===== src/rtl/spi_reg_burst.sv =====
// SPI mode-0 slave register bridge: cmd bit, address, then a burst of data words.
// Optional macro SPI_REG_BURST_SYNC_EN adds 2-flop input synchronizers.
//
// Ports:
//   clk, rst        system clock, synchronous active-high reset
//   ena             block enable (0 forces IDLE)
//   spi_cs_n        SPI chip select, active-low
//   spi_clk         SPI clock (mode 0)
//   spi_mosi        SPI data in, MSB first
//   spi_miso        SPI data out, MSB first
//   reg_addr        current register address
//   reg_data_i      peripheral read data (valid 1 cycle after reg_rd_stb)
//   reg_data_o      peripheral write data
//   reg_data_o_dv   one-cycle write strobe
//   reg_rd_stb      one-cycle read request
//   busy            frame in progress
module spi_reg_burst #(
    parameter int ADDR_W   = 4,
    parameter int DATA_W   = 8,
    parameter int AUTO_INC = 1
) (
    input  logic              clk,
    input  logic              rst,
    input  logic              ena,
    input  logic              spi_cs_n,
    input  logic              spi_clk,
    input  logic              spi_mosi,
    output logic              spi_miso,
    output logic [ADDR_W-1:0] reg_addr,
    input  logic [DATA_W-1:0] reg_data_i,
    output logic [DATA_W-1:0] reg_data_o,
    output logic              reg_data_o_dv,
    output logic              reg_rd_stb,
    output logic              busy
);

    localparam int SH_W  = (ADDR_W > DATA_W) ? ADDR_W : DATA_W;
    localparam int CNT_W = $clog2(SH_W) + 1;
    localparam logic [CNT_W-1:0] ADDR_LAST = CNT_W'(ADDR_W - 1);
    localparam logic [CNT_W-1:0] DATA_LAST = CNT_W'(DATA_W - 1);

    typedef enum logic [2:0] {IDLE, CMD, ADDR, WDATA, RDATA} state_t;

    logic cs_s, sck_s, mosi_s;

`ifdef SPI_REG_BURST_SYNC_EN
    logic [1:0] cs_sync_q, sck_sync_q, mosi_sync_q;

    always_ff @(posedge clk) begin
        if (rst) begin
            cs_sync_q   <= '0;
            sck_sync_q  <= '0;
            mosi_sync_q <= '0;
        end else begin
            cs_sync_q   <= {cs_sync_q[0], spi_cs_n};
            sck_sync_q  <= {sck_sync_q[0], spi_clk};
            mosi_sync_q <= {mosi_sync_q[0], spi_mosi};
        end
    end

    assign cs_s   = cs_sync_q[1];
    assign sck_s  = sck_sync_q[1];
    assign mosi_s = mosi_sync_q[1];
`else
    assign cs_s   = spi_cs_n;
    assign sck_s  = spi_clk;
    assign mosi_s = spi_mosi;
`endif

    state_t            state_q, state_d;
    logic [CNT_W-1:0]  cnt_q, cnt_d;
    logic [SH_W-1:0]   shift_q, shift_d;
    logic              cmd_q, cmd_d;
    logic [ADDR_W-1:0] addr_q, addr_d;
    logic [DATA_W-1:0] data_o_q, data_o_d;
    logic              dv_q, dv_d;
    logic              rd_stb_q, rd_stb_d;
    logic              ld_q, ld_d;
    logic              sck_prev_q, cs_prev_q;

    logic              sck_rise, sck_fall, cs_fall;
    logic [SH_W-1:0]   sh_next;
    logic [CNT_W-1:0]  cnt_inc;

    // Prev-state flops reset low so a CS held low through reset
    // never looks like a fresh frame start.
    assign sck_rise = sck_s & ~sck_prev_q;
    assign sck_fall = ~sck_s & sck_prev_q;
    assign cs_fall  = ~cs_s & cs_prev_q;
    assign sh_next  = {shift_q[SH_W-2:0], mosi_s};
    assign cnt_inc  = cnt_q + CNT_W'(1);

    always_comb begin
        state_d  = state_q;
        cnt_d    = cnt_q;
        shift_d  = shift_q;
        cmd_d    = cmd_q;
        addr_d   = addr_q;
        data_o_d = data_o_q;
        dv_d     = 1'b0;
        rd_stb_d = 1'b0;
        ld_d     = rd_stb_q;

        // Address steps the cycle after a write strobe.
        if (dv_q && AUTO_INC != 0) addr_d = addr_q + ADDR_W'(1);
        // Read data lands one cycle after the request.
        if (ld_q) shift_d[DATA_W-1:0] = reg_data_i;

        unique case (state_q)
            IDLE: begin
                if (ena && cs_fall) begin
                    state_d = CMD;
                    cnt_d   = '0;
                end
            end
            CMD: begin
                if (sck_rise) begin
                    cmd_d   = mosi_s;
                    state_d = ADDR;
                    cnt_d   = '0;
                end
            end
            ADDR: begin
                if (sck_rise) begin
                    shift_d = sh_next;
                    cnt_d   = cnt_inc;
                    if (cnt_q == ADDR_LAST) begin
                        addr_d = sh_next[ADDR_W-1:0];
                        cnt_d  = '0;
                        if (cmd_q) begin
                            state_d = WDATA;
                        end else begin
                            state_d  = RDATA;
                            rd_stb_d = 1'b1;
                        end
                    end
                end
            end
            WDATA: begin
                if (sck_rise) begin
                    shift_d = sh_next;
                    cnt_d   = cnt_inc;
                    if (cnt_q == DATA_LAST) begin
                        cnt_d    = '0;
                        data_o_d = sh_next[DATA_W-1:0];
                        dv_d     = 1'b1;
                    end
                end
            end
            RDATA: begin
                // The fall right after a word boundary must not shift:
                // the freshly loaded MSB is still on the wire.
                if (sck_fall && cnt_q != '0)
                    shift_d = {shift_q[SH_W-2:0], 1'b0};
                if (sck_rise) begin
                    cnt_d = cnt_inc;
                    if (cnt_q == DATA_LAST) begin
                        cnt_d    = '0;
                        rd_stb_d = 1'b1;
                        if (AUTO_INC != 0) addr_d = addr_q + ADDR_W'(1);
                    end
                end
            end
            default: state_d = IDLE;
        endcase

        // Abort after edge processing so a completing edge still strobes.
        if (state_q != IDLE && (cs_s || !ena)) state_d = IDLE;
    end

    always_ff @(posedge clk) begin
        if (rst) begin
            state_q    <= IDLE;
            cnt_q      <= '0;
            shift_q    <= '0;
            cmd_q      <= 1'b0;
            addr_q     <= '0;
            data_o_q   <= '0;
            dv_q       <= 1'b0;
            rd_stb_q   <= 1'b0;
            ld_q       <= 1'b0;
            sck_prev_q <= 1'b0;
            cs_prev_q  <= 1'b0;
        end else begin
            state_q    <= state_d;
            cnt_q      <= cnt_d;
            shift_q    <= shift_d;
            cmd_q      <= cmd_d;
            addr_q     <= addr_d;
            data_o_q   <= data_o_d;
            dv_q       <= dv_d;
            rd_stb_q   <= rd_stb_d;
            ld_q       <= ld_d;
            sck_prev_q <= sck_s;
            cs_prev_q  <= cs_s;
        end
    end

    assign busy          = (state_q != IDLE);
    assign spi_miso      = (state_q == RDATA) & shift_q[DATA_W-1];
    assign reg_addr      = addr_q;
    assign reg_data_o    = data_o_q;
    assign reg_data_o_dv = dv_q;
    assign reg_rd_stb    = rd_stb_q;

endmodule


===== config.mk =====
export PLATFORM = sky130hd
export DESIGN_NAME = spi_reg_burst
export DESIGN_NICKNAME = d
export VERILOG_FILES = /design/src/rtl/spi_reg_burst.sv
export SDC_FILE = /design/constraint.sdc
export NUM_CORES = 1
export LEC_CHECK = 0
export BUFFER_PORTS_ARGS = -buffer_cell sky130_fd_sc_hd__clkbuf_2
export CORE_AREA = 5 5 68 70
export CTS_CLUSTER_SIZE = 12
export DETAILED_ROUTE_END_ITERATION = 8
export DIE_AREA = 0 0 73 75
export PLACE_DENSITY = 0.68
export RECOVER_POWER = 50
export SLEW_MARGIN = 20
export SYNTH_ARGS = -nofsm -noshare
export SYNTH_HDL_FRONTEND = slang
export SYNTH_SLANG_ARGS = --single-unit

===== constraint.sdc =====
create_clock -name clk -period 3.2 [get_ports clk]
set_input_delay 0.48 -clock clk [delete_from_list [all_inputs] [get_ports clk]]
set_output_delay 0.48 -clock clk [all_outputs]
set_load 0.02 [all_outputs]

# [After elaboration in Yosys (flattened, before gate mapping)]
# Index checks and enable logic that the tools add are counted.
# W data, S select, Z words.
[word_totals] word_cells=79 output_inout_bits=16 register_bits=33 input_bits=14
[op_classes] eq_ne=11 n_bitwise=9 n_reduce_logical=17 muxes=29 n_addsub=2
[op_table] operator="$mux W4" count=11
[op_table] operator="$mux W8" count=3
[op_table] operator="$pmux W4 S4" count=1
[op_table] operator="$pmux W8 S2" count=1
[op_table] operator="$mux W3" count=5
[op_table] operator="$pmux W3 S4" count=1
[op_table] operator="$reduce_and A5 Y1" count=2
[op_table] operator="$add A4 B1 Y4 const B" count=2
[op_table] operator="$ne A2 B2 Y1 const B" count=4
[op_table] operator="$pmux W4 S2" count=1
[op_table] operator="$reduce_bool A4 Y1" count=2
[op_table] operator="$reduce_or A2 Y1" count=4
[op_table] operator="$eq A3 B2 Y1 const B" count=2
[op_table] operator="$mux W1" count=5
[op_table] operator="$not A1 Y1" count=5
[op_table] operator="$and A1 B1 Y1" count=4
[op_table] operator="$eq A4 B2 Y1 const B" count=1
[op_table] operator="$eq A4 B3 Y1 const B" count=1
[op_table] operator="$eq A3 B1 Y1 const B" count=1
[op_table] operator="$eq A3 B3 Y1 const B" count=1
[op_table] operator="$logic_and A1 B1 Y1" count=3
[op_table] operator="$logic_not A3 Y1" count=1
[op_table] operator="$reduce_and A3 Y1" count=1
[op_table] operator="$reduce_bool A3 Y1" count=1
[op_table] operator="other kinds (5)" count=5

# [Longest topological paths before layout]
[logic_depth] depth_word=5 ltp_mapped=7 mapped_depth_nobuf=6

# [Worst setup path after synthesis]
# OpenSTA, ideal clock, no wires.
[synth_timing] path_kind="register to register" start="register cnt_q[0]" end="register shift_q[6]" setup_ps=86 path_buffers=1 arrival_ps=1593 path_stages_with_launch=8 slack_ps=1521 cell_sequence="dfxtp_1 -> inv_1 -> ha_1 -> or3b_1 -> a41oi_2 -> buf_2 -> nor2_1 -> a211oi_1"
[synth_between] elab_chain_cells=4
[synth_rtl] item="start: declaration" line="71" text="logic [CNT_W-1:0] cnt_q, cnt_d;"
[synth_rtl] item="start signal: assignment" line="186" text="cnt_q <= cnt_d;"
[synth_rtl] item="$reduce_bool A4 Y1" line="153" text="if (sck_fall && cnt_q != '0)"
[synth_rtl] item="$logic_and A1 B1 Y1" line="153"
[synth_rtl] item="$mux W8" line="153"
[synth_rtl] item="$pmux W8 S2" line="109" text="unique case (state_q)"
[synth_rtl] item="end signal: assignment" line="187" text="shift_q <= shift_d;"
[synth_rtl] item="end: declaration" line="72" text="logic [SH_W-1:0] shift_q, shift_d;"
# Every way passes these cells.
# A chain may end at the register's enable or synchronous reset.

# [Worst setup path after layout]
[layout_timing] start="register state_q[2]" end="output spi_miso"
[layout_between] elab_chain_cells=2
[layout_rtl] item="start: declaration" line="70" text="state_t state_q, state_d;"
[layout_rtl] item="start signal: assignment" line="185" text="state_q <= state_d;"
[layout_rtl] item="$eq A3 B3 Y1" line="200" text="assign spi_miso = (state_q == RDATA) & shift_q[DATA_W-1];"
[layout_rtl] item="$and A1 B1 Y1" line="200"
[layout_rtl] item="end: declaration" line="28" text="output logic spi_miso,"
# Every way passes these cells.

==> summary.md <==
| Metric | Value |
|---|---|
| Outcome | `finished with violations` |
| Failing checks | `max-capacitance violations, max-slew violations` |
| Largest net degree at the start of global routing | `37` |
| Area grow syn2layout | `14.15%` |
| EDFF count, synth | `0` |
| Unrepaired setup endpoints after global routing | `false` |
| Max-slew headroom | `-0.02378` |
| Clk_lat worst skew | `0.28 ns` |
| Synth top area share | `0.3662` |
| Worst Tran Pin Value | `1.536 ns` |
| TritonRoute pass-1 iters | `4` |
| Reg2Reg Setup Slack | `0.95 ns` |
| Deepest clock path buffer count | `2` |
| Largest area contributor in the netlist | `dfxtp_1` |
| Leak | `0.7262 nW` |
| Sequential element share of the synthesized area | `0.3662` |
| Final hold viol count | `0` |
| # setup viols final | `0` |
| DR WL/cell | `14.98 um` |
| Slowest stage cell, crit path | `nor3b_1` |
| Die Span X | `73 um` |
| Cell Area, Synth | `1804 um^2` |
| N_diodes | `0` |
| Max-Cap Viols | `1` |
| Crit Path Class | `reg2out` |
| Post_cts resized | `0` |
| Synthesis warning total | `0` |
| Worst Hold Class | `in2reg` |
| Die Height | `75 um` |
| Min cycle time layout | `2.413 ns` |
| Starting Density | `0.4610` |
| Worst Path Arrival | `1.93 ns` |
| Setup bufs post-CTS | `0` |
| Comb power frac | `0.045` |
| Hold-fix buffers, CTS | `0` |
| CTS root buffer | `clkbuf_8` |
| Clock skew | `0.006181 ns` |
| GRT Overall Usage | `0.1635` |
| Routed Antenna Nets | `0` |
| Switching pwr | `0.1874 mW` |
| Dominant synthesized flop cell | `dfxtp_1` |
| Synth area leaders | `dfxtp_1 (37%), mux2i_1 (8.9%), nor2_1 (5.4%), a211oi_1 (3.7%), ha_1 (2.1%)` |
| Crit-path max cell delay | `0.68 ns` |
| FMAX | `0.4143 GHz` |
| CORE AREA | `3914 um^2` |
| Pwr/cell area | `422.2 nW/um^2` |
| Global-route wire length before repair | `7065 um` |
| GPL Wtd Cong | `0.8292` |
| Max Fanout on Critical Path | `14` |
| Vias per inst | `5.695` |
| Sequential power share | `0.479` |
| Synthesized area per cell | `8.888 um^2` |
| # DRC | `0` |
| Fin. max-slew vios | `37` |
| CP Launch Type | `flop` |
| Nature of the critical path endpoint | `primary output` |
| CTS sink count | `33` |
| Synthesized Nets | `220` |
| Total number of vias | `1589` |
| Final worst-path cycle share | `0.7542` |
| Ys async rst share | `0` |
| DRT iter0 DRCs | `101` |
| Internal Power | `0.6821 mW` |
| Layout cell share with drive strength beyond 1 | `0.1266` |
| Setup TNS | `0 ns` |
| Final nets | `245` |
| CTS tree | `built` |
| I/O pin cnt | `30` |
| Fin util | `0.5262` |
| Worst path cell trace | `nor3b_1, and2_1, clkbuf_2` |
| Final WL | `4180 um` |
| Peak VDD IR | `0.0002239 V` |
| Total gr overflow | `0` |
| Critical Path RT | `2.72 ns` |
| Yosys reg bits | `33` |
| I/O Buffers | `29` |
| Clock H-tree levels | `2` |
| Initial antenna violation count | `0` |
| Sw frac | `0.2155` |
| Yosys cell types | `53` |
| Synthesized netlist cell count | `203` |
| Row Count | `23` |
| CTS Buf Count | `5` |
| Vias in the first global route | `1539` |
| DIE AREA | `5475 um^2` |
| Clk slew on worst S/H paths | `0.07 ns` |
| Clock power frac | `0.476` |
| Final HPWL DP | `2984 um` |
## layer usage
metal	part of all wire	routed length [um]	GRT usage	vias up
li1	-	-	-	807
met1	0.48	2003	0.2113	742
met2	0.47	1964	0.2751	36
met3	0.043	179	0.03605	4
met4	0.0081	34	0.04508	0
met5	0	0	0	-
## metrics by stage
stage          setup WS, ns  power (mW)  cells  area, um^2  hold WS, ns
2_1_floorplan         1.521      0.4499    203        1804       0.4859
3_3_place_gp          1.057      0.4665    271        1968       0.4507
3_5_place_dp          1.046      0.4665    271        1968       0.4528
4_1_cts              0.8319      0.8835    279        2088       0.4405
5_1_grt              0.7215      0.9033    279        2059       0.4493
6_report             0.7865      0.8696    279        2059       0.4480
## layout make-up
cell class | instances | area, um^2
clock inverters | 2 | 37.54
well taps | 50 | 62.56
inverters | 6 | 22.52
repair buffers | 30 | 128.9
fillers | 401 | 1854
flip-flops and latches | 33 | 660.6
multi-input cells | 152 | 1065
clock buffers | 6 | 82.58
## state kept, by name, indices dropped and copies added (netlist names)
signal         flops
cmd_q              1
cnt_q              4
cs_prev_q          1
ld_q               1
reg_addr           4
reg_data_o         8
reg_data_o_dv      1
reg_rd_stb         1
sck_prev_q         1
shift_q            8
state_q            3
## cell usage in the layout, fill, tap and decap left out, drive strengths merged, types with 2 or more instances in the layout
cell type,n
a211oi,9
a32oi,3
nor3,7
clkbuf,36
mux2,2
nand2b,5
inv,6
mux2i,16
nor3b,5
nand3b,3
o21ai,6
a22oi,2
dfxtp,33
o32ai,2
nor2,26
a21o,3
a21oi,6
or3b,4
nand4b,2
nand4,3
nand3,4
ha,3
nor2b,4
o31ai,4
a31oi,3
nor4bb,3
nand2,7
## worst max-delay path, delay by kind of cell (launching register included)
kind	cells	cell delay, ns
simple gates	2	0.90
flops	1	0.60
buf+inv	1	0.16
## synthesized netlist by cell type, types with 4 or more instances
| cell | instances |
|---|---|
| dfxtp_1 | 33 |
| nor2_1 | 26 |
| mux2i_1 | 16 |
| a211oi_1 | 9 |
| nand2_1 | 7 |
| a21oi_1 | 6 |
| clkbuf_1 | 6 |
| inv_1 | 6 |
| nor3_1 | 6 |
| buf_2 | 5 |
| nand2b_1 | 5 |
| nand3_1 | 4 |
| nor2b_1 | 4 |
| nor3b_1 | 4 |
| o21ai_1 | 4 |
| o31ai_1 | 4 |
## path summary, 6_finish.rpt
| path | from | to | cells after the start |
|---|---|---|---|
| worst max-delay path | state_q[2] | spi_miso | 3 |
| worst min-delay path | spi_cs_n | cs_prev_q | 2 |
| worst max register to register | state_q[2] | shift_q[0] | 4 |
| worst min register to register | reg_rd_stb | ld_q | 1 |
## power groups by stage
| stage | Sequential (mW) | Clock (mW) | Combinational, mW |
|---|---|---|---|
| after floorplan | 0.424 | 0 | 0.0255 |
| after global placement | 0.426 | 0 | 0.0402 |
| after detailed placement | 0.426 | 0 | 0.0402 |
| after CTS | 0.417 | 0.427 | 0.0403 |
| after global routing | 0.417 | 0.443 | 0.0427 |
| final | 0.417 | 0.414 | 0.0391 |
## kinds of logic (layout without fill, tap and decap cells)
logic type                 count (synthesis)  after routing  share of synthesized area
AOI/OAI and AO/OA                         49             49                     0.2004
xor gates and xnor gates                   2              2                   0.009711
adders and majority gates                  3              3                    0.02081
buffers and inverters                     18             44                    0.04091
DFF                                       33             33                     0.3662
muxes                                     18             18                     0.1012
and+or+nand+nor                           80             80                     0.2608
(Power assumes the default switching activity.)
